File: src/rtl/approx_adder_pkg.sv
// approx_adder_pkg: shared types and helpers for the adder error monitor.
//   state_t   - monitor FSM states (IDLE, RUN, DRAIN, DONE)
//   DEF_WIDTH - default operand width of the adder under evaluation
//   abs_diff  - unsigned absolute difference, used as the error distance
package approx_adder_pkg;

    localparam int DEF_WIDTH = 16;

    // abs_diff works on a wide container so one helper serves any operand
    // width; callers zero-extend into it and truncate the result back.
    localparam int ABS_W = 64;
    typedef logic [ABS_W-1:0] wide_t;

    typedef enum logic [1:0] {
        IDLE  = 2'd0,
        RUN   = 2'd1,
        DRAIN = 2'd2,
        DONE  = 2'd3
    } state_t;

    function automatic wide_t abs_diff(input wide_t x, input wide_t y);
        return (x >= y) ? (x - y) : (y - x);
    endfunction

endpackage

File: src/rtl/adder_err_stage.sv
// adder_err_stage: two-stage error datapath of the adder error monitor.
//   Stage 1 registers the exact sum a+b+cin and the reported {cout,sum}.
//   Stage 2 computes the error distance and updates the statistics.
// Ports:
//   clk, rst_n            clock, asynchronous active-low reset
//   clear                 zero all statistics and the stage-1 slot
//   accept                a sample is taken this cycle
//   a, b, cin             operands applied to the adder under test
//   approx_sum/_cout      result reported by the adder under test
//   sample_cnt, err_cnt   samples seen / samples with nonzero distance
//   max_ed, sum_ed        largest distance / saturating sum of distances
module adder_err_stage
    import approx_adder_pkg::*;
#(
    parameter int WIDTH = DEF_WIDTH,
    parameter int CNT_W = 32,
    parameter int ACC_W = 48
) (
    input  logic             clk,
    input  logic             rst_n,
    input  logic             clear,
    input  logic             accept,
    input  logic [WIDTH-1:0] a,
    input  logic [WIDTH-1:0] b,
    input  logic             cin,
    input  logic [WIDTH-1:0] approx_sum,
    input  logic             approx_cout,
    output logic [CNT_W-1:0] sample_cnt,
    output logic [CNT_W-1:0] err_cnt,
    output logic [WIDTH:0]   max_ed,
    output logic [ACC_W-1:0] sum_ed
);

    localparam int ED_W  = WIDTH + 1;
    localparam int SUM_W = ACC_W + 1;

    logic            s1_valid;
    logic [ED_W-1:0] exact_d;
    logic [ED_W-1:0] exact_q;
    logic [ED_W-1:0] approx_q;
    logic [ED_W-1:0] ed;
    logic [SUM_W-1:0] sum_wide;

    // Full-width exact sum: the carry-out is part of the comparison.
    assign exact_d = ED_W'(a) + ED_W'(b) + ED_W'(cin);

    assign ed = ED_W'(abs_diff(wide_t'(exact_q), wide_t'(approx_q)));

    // One extra bit catches the overflow that triggers saturation.
    assign sum_wide = {1'b0, sum_ed} + SUM_W'(ed);

    // Stage-1 valid bit.
    always_ff @(posedge clk or negedge rst_n) begin
        if (!rst_n) begin
            // NOTE: sequential state uses non-blocking assignments so every
            // register samples pre-edge values regardless of block order.
            s1_valid <= 1'b0;
        end else if (clear) begin
            s1_valid <= 1'b0;
        end else begin
            s1_valid <= accept;
        end
    end

    // Stage-1 payload.
    // NOTE: payload registers are not reset; they are only consumed while
    // s1_valid is set, so resetting them would add fan-out for nothing.
    always_ff @(posedge clk) begin
        if (accept) begin
            exact_q  <= exact_d;
            approx_q <= {approx_cout, approx_sum};
        end
    end

    // Stage 2: statistics.
    always_ff @(posedge clk or negedge rst_n) begin
        if (!rst_n) begin
            sample_cnt <= '0;
            err_cnt    <= '0;
            max_ed     <= '0;
            sum_ed     <= '0;
        end else if (clear) begin
            sample_cnt <= '0;
            err_cnt    <= '0;
            max_ed     <= '0;
            sum_ed     <= '0;
        end else if (s1_valid) begin
            sample_cnt <= sample_cnt + CNT_W'(1);
            err_cnt    <= err_cnt + CNT_W'(ed != '0);
            if (ed > max_ed) begin
                max_ed <= ed;
            end
            sum_ed <= sum_wide[ACC_W] ? '1 : sum_wide[ACC_W-1:0];
        end
    end

endmodule

File: src/rtl/adder_error_monitor.sv
// adder_error_monitor: collects error statistics for a 16-bit adder under
// evaluation over a run of num_samples operand/result samples.
// Ports:
//   clk, rst_n            clock, asynchronous active-low reset
//   start, num_samples    begin a run of num_samples (IDLE/DONE only)
//   in_valid, in_ready    sample handshake; accept = in_valid && in_ready
//   a, b, cin             operands applied to the adder under test
//   approx_sum/_cout      result reported by the adder under test
//   busy, done            run in progress / statistics final
//   sample_cnt, err_cnt   samples accepted / samples with nonzero distance
//   max_ed, sum_ed        largest distance / saturating sum of distances
module adder_error_monitor
    import approx_adder_pkg::*;
#(
    parameter int WIDTH = DEF_WIDTH,
    parameter int CNT_W = 32,
    parameter int ACC_W = 48
) (
    input  logic             clk,
    input  logic             rst_n,
    input  logic             start,
    input  logic [CNT_W-1:0] num_samples,
    input  logic             in_valid,
    output logic             in_ready,
    input  logic [WIDTH-1:0] a,
    input  logic [WIDTH-1:0] b,
    input  logic             cin,
    input  logic [WIDTH-1:0] approx_sum,
    input  logic             approx_cout,
    output logic             busy,
    output logic             done,
    output logic [CNT_W-1:0] sample_cnt,
    output logic [CNT_W-1:0] err_cnt,
    output logic [WIDTH:0]   max_ed,
    output logic [ACC_W-1:0] sum_ed
);

    state_t           state;
    state_t           state_nxt;
    logic [CNT_W-1:0] n_target;
    logic [CNT_W-1:0] acc_cnt;
    logic             accept;
    logic             start_ok;
    logic             last_accept;

    assign in_ready    = (state == RUN);
    assign busy        = (state == RUN) || (state == DRAIN);
    assign done        = (state == DONE);
    assign accept      = in_valid && in_ready;
    assign start_ok    = start && ((state == IDLE) || (state == DONE));
    assign last_accept = accept && ((acc_cnt + CNT_W'(1)) == n_target);

    always_comb begin
        // NOTE: default first so every path assigns state_nxt; otherwise a
        // latch is inferred.
        state_nxt = state;
        unique case (state)
            IDLE, DONE: begin
                if (start) begin
                    state_nxt = (num_samples == '0) ? DONE : RUN;
                end
            end
            RUN: begin
                if (last_accept) begin
                    state_nxt = DRAIN;
                end
            end
            // No accepts happen in DRAIN, so the single in-flight sample
            // retires on this edge and the statistics are final after it.
            DRAIN:   state_nxt = DONE;
            default: state_nxt = IDLE;
        endcase
    end

    always_ff @(posedge clk or negedge rst_n) begin
        if (!rst_n) begin
            state    <= IDLE;
            n_target <= '0;
            acc_cnt  <= '0;
        end else begin
            state <= state_nxt;
            if (start_ok) begin
                n_target <= num_samples;
                acc_cnt  <= '0;
            end else if (accept) begin
                acc_cnt <= acc_cnt + CNT_W'(1);
            end
        end
    end

    adder_err_stage #(
        .WIDTH (WIDTH),
        .CNT_W (CNT_W),
        .ACC_W (ACC_W)
    ) u_stage (
        .clk         (clk),
        .rst_n       (rst_n),
        .clear       (start_ok),
        .accept      (accept),
        .a           (a),
        .b           (b),
        .cin         (cin),
        .approx_sum  (approx_sum),
        .approx_cout (approx_cout),
        .sample_cnt  (sample_cnt),
        .err_cnt     (err_cnt),
        .max_ed      (max_ed),
        .sum_ed      (sum_ed)
    );

endmodule

File: config.mk
export PLATFORM = sky130hd
export DESIGN_NAME = adder_error_monitor
export DESIGN_NICKNAME = d
export VERILOG_FILES = /design/src/rtl/approx_adder_pkg.sv /design/src/rtl/adder_err_stage.sv /design/src/rtl/adder_error_monitor.sv
export SDC_FILE = /design/constraint.sdc
export NUM_CORES = 1
export LEC_CHECK = 0
export ABC_AREA = 1
export CAP_MARGIN = 25
export CORE_MARGIN = 5
export CORE_UTILIZATION = 61
export DETAILED_ROUTE_END_ITERATION = 7
export PLACE_DENSITY = 0.87
export SETUP_SLACK_MARGIN = 0.4
export SYNTH_ARGS = -nofsm -noshare
export SYNTH_HDL_FRONTEND = slang
export SYNTH_HIERARCHICAL = 1
export SYNTH_SLANG_ARGS = --single-unit
export TNS_END_PERCENT = 5
File: constraint.sdc
create_clock -name clk -period 6.26 [get_ports clk]
set_input_delay 1.565 -clock clk [delete_from_list [all_inputs] [get_ports clk]]
set_output_delay 1.565 -clock clk [all_outputs]
set_load 0.05 [all_outputs]
Yosys cells after proc, flatten, opt, wreduce, memory -nomap -nowiden
Index checks and enable logic that the tools add are counted.

storage, ports and cells
  output and inout port bits = 132
  bits of input ports = 86
  logic and storage cells = 58
  register bits after elaboration = 230

cells by class
  add/sub/neg operators = 8
  reduce and logical (&&, ||, !) cells = 14
  mux-type cells = 18
  equality and inequality tests = 6
  order comparisons = 2

operator list
  kind                     number
  $mux W32                 6
  $mux W48                 3
  $mux W17                 4
  $add A32 B1 Y32 const B  2
  $add A48 B17 Y49         1
  $sub A17 B17 Y17         2
  $add A32 B1 Y32          1
  $eq A32 B32 Y1           1
  $logic_not A32 Y1        1
  $add A16 B16 Y17         1
  $add A17 B1 Y17          1
  $ge A17 B17 Y1           1
  $gt A17 B17 Y1           1
  $reduce_bool A17 Y1      1
  $mux W2                  3
  $pmux W2 S3              1
  $reduce_bool A2 Y1       3
  $eq A2 B2 Y1 const B     2
  $reduce_and A2 Y1        2
  $logic_and A1 B1 Y1      3
  $eq A2 B1 Y1 const B     1
  $logic_not A2 Y1         1
  $logic_or A1 B1 Y1       2
  $ne A2 B1 Y1 const B     1
  other kinds (3)          3

Logic depth before layout (Yosys ltp)
Gate-level depths: netlist of the first run.

  depth in word-level cells = 6
  mapped depth = 31
  mapped depth without buffers = 30

Modules after synthesis
Netlist of the first run, hierarchy kept.

by module, submodules not included
  module               sequential area each (µm²)  area an instance (µm²)  cells each  times used
  adder_err_stage      4274.1                      12363.1                 1786        1
  adder_error_monitor  1651.6                      4362.9                  656         1

Worst setup path before layout of the first run
Ideal clock, no wire load.

  path type = in2reg
  start = input port start
  end = register u_stage.sample_cnt[28]
  buffers on the path = 1
  path slack = 2.646 ns
  arrival time = 3.496 ns
  stages on the path = 14
  required time = 6.141 ns
  library setup time = 0.119 ns
  cell sequence = nand2_1 > clkinv_1 > clkbuf_1 > nor2_2 > or2_4 > nor2_4 > nand3_2 > nor2_4 > nand2_1 > or2_1 > nor3_2 > nand2_1 > nand2_1 > nor2_1

between the ends
  longest elaborated chain between the ends = 2
  elaborated cells between the ends (all ways) = 3
  those cells by class = mux (1); reduce/logical (2)

ends and longest elaborated chain
  item                                            line                       RTL
  start, declared                                 adder_error_monitor.sv:21  input logic start,
  $logic_and A1 B1 Y1 (*)                         adder_error_monitor.sv:50  assign start_ok = start && ((state == IDLE) || (state == DONE));
  named net start_ok                              adder_error_monitor.sv:43  logic start_ok;
  $mux W32 or $reduce_bool A2 Y1 (tied branches)  n/a
  end signal, assigned                            adder_err_stage.sv:88      sample_cnt <= sample_cnt + CNT_W'(1);
  end, declared                                   adder_err_stage.sv:28      output logic [CNT_W-1:0] sample_cnt,

Mark *: on every way through the listed nets, which the timed path passes. The rest lies on a longest branch.
A chain may end at the register's enable or synchronous reset.

Worst setup path after layout of the first run
  start = register u_stage.approx_q[10]
  end = register u_stage.err_cnt[22]

between the ends
  longest elaborated chain between the ends = 6
  elaborated cells between the ends (all ways) = 8
  those cells by class = add/sub (3); order compare (1); mux (3); reduce/logical (1)

ends and longest elaborated chain
  item                                                line                    RTL
  start, declared                                     adder_err_stage.sv:40   logic [ED_W-1:0] approx_q;
  start signal, assigned                              adder_err_stage.sv:71   approx_q <= {approx_cout, approx_sum};
  $sub A17 B17 Y17 or $ge A17 B17 Y1 (tied branches)  approx_adder_pkg.sv:22  return (x >= y) ? (x - y) : (y - x);
  $mux W17 (*)                                        approx_adder_pkg.sv:22
  $reduce_bool A17 Y1 (*)                             adder_err_stage.sv:89   err_cnt <= err_cnt + CNT_W'(ed != '0);
  $add A32 B1 Y32 (*)                                 adder_err_stage.sv:89
  $mux W32 (*)                                        adder_err_stage.sv:87   end else if (s1_valid) begin
  $mux W32 (*)                                        adder_err_stage.sv:82   end else if (clear) begin
  end signal, assigned                                adder_err_stage.sv:89
  end, declared                                       adder_err_stage.sv:29   output logic [CNT_W-1:0] err_cnt,

Every way passes the cells marked *; elsewhere a longest branch is shown, timed or not. The select of a mux whose other input is x is not followed.

==> impl_metrics.ini, run 1 <==
[cells_and_area]
syn_to_final_growth_pct = 20.9
layout_commonest_cell = nand2_1
fin_nets = 2837
mostFrequentLayoutCells = nand2_1 (812), inv_1 (324), clkdlybuf4s50_1 (216)
fill_cells = 2132
diodes = 0
drive_gt1_share_pct = 4.59

[power_and_ir_drop]
ir_drop_uv = 444
p_leak_nw = 9.55
total_power_mw = 7.64
pwr_density_cell_nw_per_um2 = 378

[clock_network]
clockRootBuffer = clkbuf_16
clock_latency_ps = 560
clock_path_buffers = 3
ctsHoldBuffers = 0
clk_pin_slew_ps = 60
numCtsBuffers = 27
clkSinkCount = 230
htreeDepth = 1
cts_resized = 0
cts_tree = built
post_cts_buffers = 0

[logic_synthesis]
async_flop_share_pct = 85.2
synth-seq-cells = 230
synth_edf_count = 34
synthesis.nets = 2622
synth_top_area_share_pct = 29.3
ys_seq_area_share_pct = 35.4
synth_area_leaders = dfrtp_1 (29%), nand2_1 (18%), inv_1 (7.3%), ha_1 (6.7%), edfxtp_1 (6.1%)
synth_top_area_cell = dfrtp_1
synth_cells = 2442
yosysWarnings = 6
netlist_area_um2 = 16700
ys.flop_type = dfrtp_1
synth.avg_cell_area_um2 = 6.85
ys_types = 54

[drt]
drt_iter0_markers = 1629
finalWirelength_mm = 49.8
post_drt_via_cell_ratio = 5.73
routedWlPerCell_um = 16.5
drc = 0
drt_first_pass_iters = 6
antenna_left = 0
vias = 17300

[sta]
fin_skew_ps = 11.7
relSlewSlack_pct = 36.3
rsz0062_at_grt = no
setup_violations = 0
fin_crit_sh_pct = 77.3
slew_violations = 0
worst_pin_slew_ps = 955
fmax_mhz = 207
min_period_ps = 4840
setup_tns_ps = 0
hold_viol = 0

[placement]
dp_hpwl_mm = 37.9
place.gp.congestion = 0.936
portBuffers = 217

[grt]
grt_start_max_net_pins = 111
grt_util_all_layers_pct = 31.5
grt_antenna_before_repair = 0
grt_pass1_wl_mm = 81.8
grt_overflow = 0
grt_pass1_vias = 16900

[worst_setup_path]
worstSetupPathType = reg -> reg
worst_ep_required_time_ps = 6700
crit_arrival_ps = 5280
end_kind = flop
path_max_fanout = 20
startpoint_type = flop

[job]
drv_cap = 0

[hold_path]
hp-class = reg -> reg

[status]
status = finished, final reports clean

[die]
std_cell_rows = 60
pin_count = 218
dieWidth_um = 176
die_h_um = 176
coreArea_um2 = 27000
initial_core_util_pct = 62.1
die_area_um2 = 30800
## layer usage
layer / GRT usage [%] / up-vias / share of wire [%]
met3: 4.54 / 127 / 8.1
met1: 42.4 / 8015 / 42
li1: - / 8315 / -
met5: 0 / - / 0
met4: 10.8 / 0 / 3.3
met2: 52.5 / 851 / 46
## worst paths after layout
path	from	to	slack, ps	cells past startpoint
setup / recovery	u_stage/approx_q[10]$_DFFE_PP_	u_stage/err_cnt[22]$_DFFE_PN0P_	1420	24
hold / removal	n_target[4]$_DFFE_PN0P_	n_target[4]$_DFFE_PN0P_	510	2
setup reg to reg	u_stage/approx_q[10]$_DFFE_PP_	u_stage/err_cnt[22]$_DFFE_PN0P_	1420	24
hold reg to reg	n_target[4]$_DFFE_PN0P_	n_target[4]$_DFFE_PN0P_	510	2
max in group asynchronous	rst_n	u_stage/sample_cnt[11]$_DFFE_PN0P_	3880	2
min in group asynchronous	rst_n	u_stage/sum_ed[35]$_DFFE_PN0P_	1100	1
## cell type report
cell class / count / area [µm²] / area share, %
Inverter: 330 / 1240 / 6.14
Clock inverter: 14 / 218 / 1.08
Sequential cell: 230 / 5930 / 29.3
Multi-Input combinational cell: 1841 / 9400 / 46.5
Timing Repair Buffer: 227 / 2270 / 11.2
Tap cell: 341 / 427 / 2.11
Clock buffer: 35 / 737 / 3.65
## worst max-delay path: stages (launching register included)
cell,delay (ps)
edfxtp_1,390
ha_1,450
nand2_1,80
inv_1,120
nand2_1,150
nor3_1,270
nand2_2,150
nand2_1,500
o21ai_1,290
nand2_1,130
nor2_1,60
nand4_1,180
ha_1,220
ha_1,200
inv_1,70
nor3_2,210
nand3_1,170
inv_1,80
nand2_1,90
nor3_1,240
nand2_1,140
nor2_1,200
nand2_1,100
o21ai_0,150
a21oi_1,60
## Yosys cell counts (all sizes together) (3+ instances only)
master and instances:
inv 328, xor2 42, a21o 4, ha 89
nor2 217, xnor2 13, fa 5, nor3 46
nand3 181, buf 11, nand4 35, nand3b 18
dfrtp 196, nand2 830, o21ai 157, a22o 3
o22ai 23, edfxtp 34, o31ai 3, clkbuf 30
or2 8, a211oi 5, a21oi 117, o21bai 5
nor4 23, o21a 7
## registers in the layout, summed over array words and instances (netlist names)
signal	count
u_stage/approx_q	17
u_stage/s1_valid	1
u_stage/max_ed	17
u_stage/exact_q	17
n_target	32
state	2
acc_cnt	32
u_stage/err_cnt	32
u_stage/sum_ed	48
u_stage/sample_cnt	32
## power breakdown
group	switching (mW)	internal [mW]
registers	0.230	1.80
clock network	0.665	1.04
logic	2.67	1.23
total	3.57	4.07
## metrics by stage
| stage | utilization [%] | setup slack, ps | instances | hold slack (ps) | instance area, µm² |
|---|---|---|---|---|---|
| after detailed placement | 71.5 | 1610 | 2969 | 494 | 19300 |
| after CTS | 75.0 | 1530 | 3018 | 507 | 20200 |
| after floorplan | - | 2650 | 2442 | 453 | 16700 |
| after global routing | 75.0 | 993 | 3018 | 523 | 20200 |
| after global placement | 71.4 | 1670 | 2968 | 469 | 19200 |
| final | 75.0 | 1420 | 3018 | 512 | 20200 |
## cells by family (layout without fill, tap and decap cells)
| family | count (synthesis) | count (layout) | share of synthesized area (%) |
|---|---|---|---|
| AND/OR/NAND/NOR | 1361 | 1361 | 35.2 |
| buffers and inverters | 371 | 606 | 8.47 |
| AO/OA/AOI/OAI | 331 | 331 | 10.7 |
| flip-flops | 230 | 230 | 35.4 |
| adder cells (fa/ha/maj) | 94 | 94 | 7.26 |
| XOR/XNOR | 55 | 55 | 2.88 |
Note: power is estimated with default switching activity, not from simulation.
==> inputs of run 2 (changes only) <==
--- a/config.mk
+++ b/config.mk
@@ -8,9 +8,9 @@
 export ABC_AREA = 1
 export CAP_MARGIN = 25
 export CORE_MARGIN = 5
-export CORE_UTILIZATION = 61
+export CORE_UTILIZATION = 51
 export DETAILED_ROUTE_END_ITERATION = 7
-export PLACE_DENSITY = 0.87
+export PLACE_DENSITY = 0.78
 export SETUP_SLACK_MARGIN = 0.4
 export SYNTH_ARGS = -nofsm -noshare
 export SYNTH_HDL_FRONTEND = slang
==> constraint.sdc (replaced) <==
create_clock -name clk -period 4.15 [get_ports clk]
set_input_delay 1.0375 -clock clk [delete_from_list [all_inputs] [get_ports clk]]
set_output_delay 1.0375 -clock clk [all_outputs]
set_load 0.05 [all_outputs]
==> run 2 against run 1 <==
Global-route usage shrank 3.3 points. Sequential share of layout area shrank 2.6 points. Cell area grew 9.6%. Total power grew 72%. Fmax grew 27%. Critical path depth grew 3. Clock power grew 58%. Highest routed layer unchanged. Clock skew grew 2.4 ps. Critical endpoint is now u_stage/max_ed[12]$_DFFE_PN0P_. Utilization shrank 6.7 points. Flip-flop and latch count is the same.
==> impl_metrics.ini, run 2 (same netlist as run 1, synthesis figures left out) <==
[worst_setup_path]
crit_slowest_cell = edfxtp_1
path_max_fanout = 8
startpoint_type = flop
worstSetupPathType = reg -> reg
worst-path-buf-inv = 7
end_kind = flop
critPathMaxStageDelay_ps = 430
crit_arrival_ps = 4260
worst_ep_required_time_ps = 4590
cpMostUsedCell = nand2_1
critical_path.top_delay_family = simple AND/OR/NAND/NOR gates

[placement]
portBuffers = 217
place.gp.congestion = 0.924
pre_cts_slack_ps = -141
dp_hpwl_mm = 39.2

[drt]
vias = 17500
antenna_left = 0
finalWirelength_mm = 53.2
drt_first_pass_iters = 6
post_drt_via_cell_ratio = 5.45
routedWlPerCell_um = 16.5
drt_iter0_markers = 1362
drc = 0

[clock_network]
clockRootBuffer = clkbuf_16
cts_tree = built
clkSinkCount = 230
clock_path_buffers = 3
htreeDepth = 1
ctsHoldBuffers = 0
clock_latency_ps = 570
numCtsBuffers = 27
clk_pin_slew_ps = 60

[sta]
rsz0062_at_grt = yes
setup_violations = 0
hold_viol = 0
slew_violations = 0
fin_skew_ps = 14.1
fin_crit_sh_pct = 91.9
fmax_mhz = 262
relSlewSlack_pct = 30.2
min_period_ps = 3810
setup_ws_ps = 336
worst_pin_slew_ps = 1040
hold_ws_ps = 497

[power_and_ir_drop]
ir_drop_uv = 461
comb_power_share_pct = 55.9
total_power_mw = 13.2
internal_power_mw = 7.14
pwr_density_cell_nw_per_um2 = 594
p_leak_nw = 10.2
clock_power_share_pct = 20.6
p_sw_mw = 6.02
switching_share_pct = 45.8
power_frac_seq_pct = 23.5

[cells_and_area]
regMostFlops = u_stage/sum_ed
mostFrequentLayoutCells = nand2_1 (748), inv_1 (299), clkdlybuf4s50_1 (216)
diodes = 0
fill_cells = 2711
register_area_um2 = 5930
layout_commonest_cell = nand2_1
drive_gt1_share_pct = 14.3
syn_to_final_growth_pct = 32.5
fin_nets = 2932
largest_reg_flops = 48
multi_input_area_um2 = 10300

[grt]
grt_start_max_net_pins = 82
grt_antenna_before_repair = 0
grt_pass1_vias = 17200
grt_pass1_wl_mm = 84.9
grt_util_all_layers_pct = 28.2
grt_overflow = 0

[die]
std_cell_rows = 66
initial_core_util_pct = 51.5
die_h_um = 191
dieWidth_um = 191
die_area_um2 = 36500
coreArea_um2 = 32500
pin_count = 218

[hold_path]
hp-class = in -> async

[status]
status = finished, final reports clean

[job]
drv_cap = 0
-- run 2: path summary, 6_finish.rpt --
path / from / end / slack (ps) / depth (start not counted)
worst max-delay path: u_stage/approx_q[9]$_DFFE_PP_ / u_stage/max_ed[12]$_DFFE_PN0P_ / 340 / 27
worst min-delay path: rst_n / u_stage/sum_ed[27]$_DFFE_PN0P_ / 500 / 1
worst max register to register: u_stage/approx_q[9]$_DFFE_PP_ / u_stage/max_ed[12]$_DFFE_PN0P_ / 340 / 27
worst min register to register: n_target[25]$_DFFE_PN0P_ / n_target[25]$_DFFE_PN0P_ / 500 / 2
max in group asynchronous: rst_n / u_stage/max_ed[4]$_DFFE_PN0P_ / 2710 / 2
min in group clk: n_target[25]$_DFFE_PN0P_ / n_target[25]$_DFFE_PN0P_ / 500 / 2
-- run 2: per-layer routing --
layer	GRT usage (%)	share of wire (%)	wire, µm	vias up
met2	47.9	47	25000	688
li1	-	-	-	8526
met5	0	0	0	-
met3	4.04	7.3	3890	135
met4	10.5	3.9	2050	0
met1	36.7	42	22200	8162
-- run 2: area by class of cell --
type                       count  share of cell area (%)
clock buffer                  35                    3.37
clock inverter                14                    1.17
inverter                     330                    5.66
multi-input combinational   1842                    46.7
sequential                   230                    26.7
tap                          442                    2.50
timing repair buffer         321                    13.9
-- run 2: power groups by stage --
stage	logic, mW	registers [mW]	clock network (mW)
floorplan	3.63	3.45	0
global placement	5.96	3.06	0
detailed placement	6.04	3.08	0
CTS	6.64	3.07	2.75
global route	7.99	3.13	2.85
finish	7.35	3.09	2.71
-- run 2: what timing repair did --
action / CTS / global route
setup buffers: 34 / 24
resized for setup: 157 / 100
setup endpoints to repair: 87 / 86
gates cloned: 5 / 1
pin swaps: 47 / 63
-- run 2: worst register-to-register path, delay by kind of cell, from the launching register on --
family / cells / cell delay, ps
adders and majority gates: 2 / 450
buffers and inverters: 7 / 840
and+or+nand+nor: 14 / 1220
AOI/OAI and AO/OA: 4 / 750
DFF: 1 / 430
-- run 2: through the flow --
stage                     cell area, µm²  TNS (ps)  std cells  utilization, %
final                              22200         0       3214            68.3
after floorplan                    16700         0       2442               -
after global routing               22200         0       3214            68.3
after global placement             19600         0       3101            60.5
after CTS                          21600         0       3189            66.5
after detailed placement           19600      -320       3101            60.5
==> inputs of run 3 (changes only) <==
--- a/config.mk
+++ b/config.mk
@@ -6,7 +6,7 @@
 export NUM_CORES = 1
 export LEC_CHECK = 0
 export ABC_AREA = 1
-export CAP_MARGIN = 25
+export CAP_MARGIN = 10
 export CORE_MARGIN = 5
 export CORE_UTILIZATION = 51
 export DETAILED_ROUTE_END_ITERATION = 7
==> results of run 3 <==
No change in the layout: final DEF, timing and power equal those of run 2.
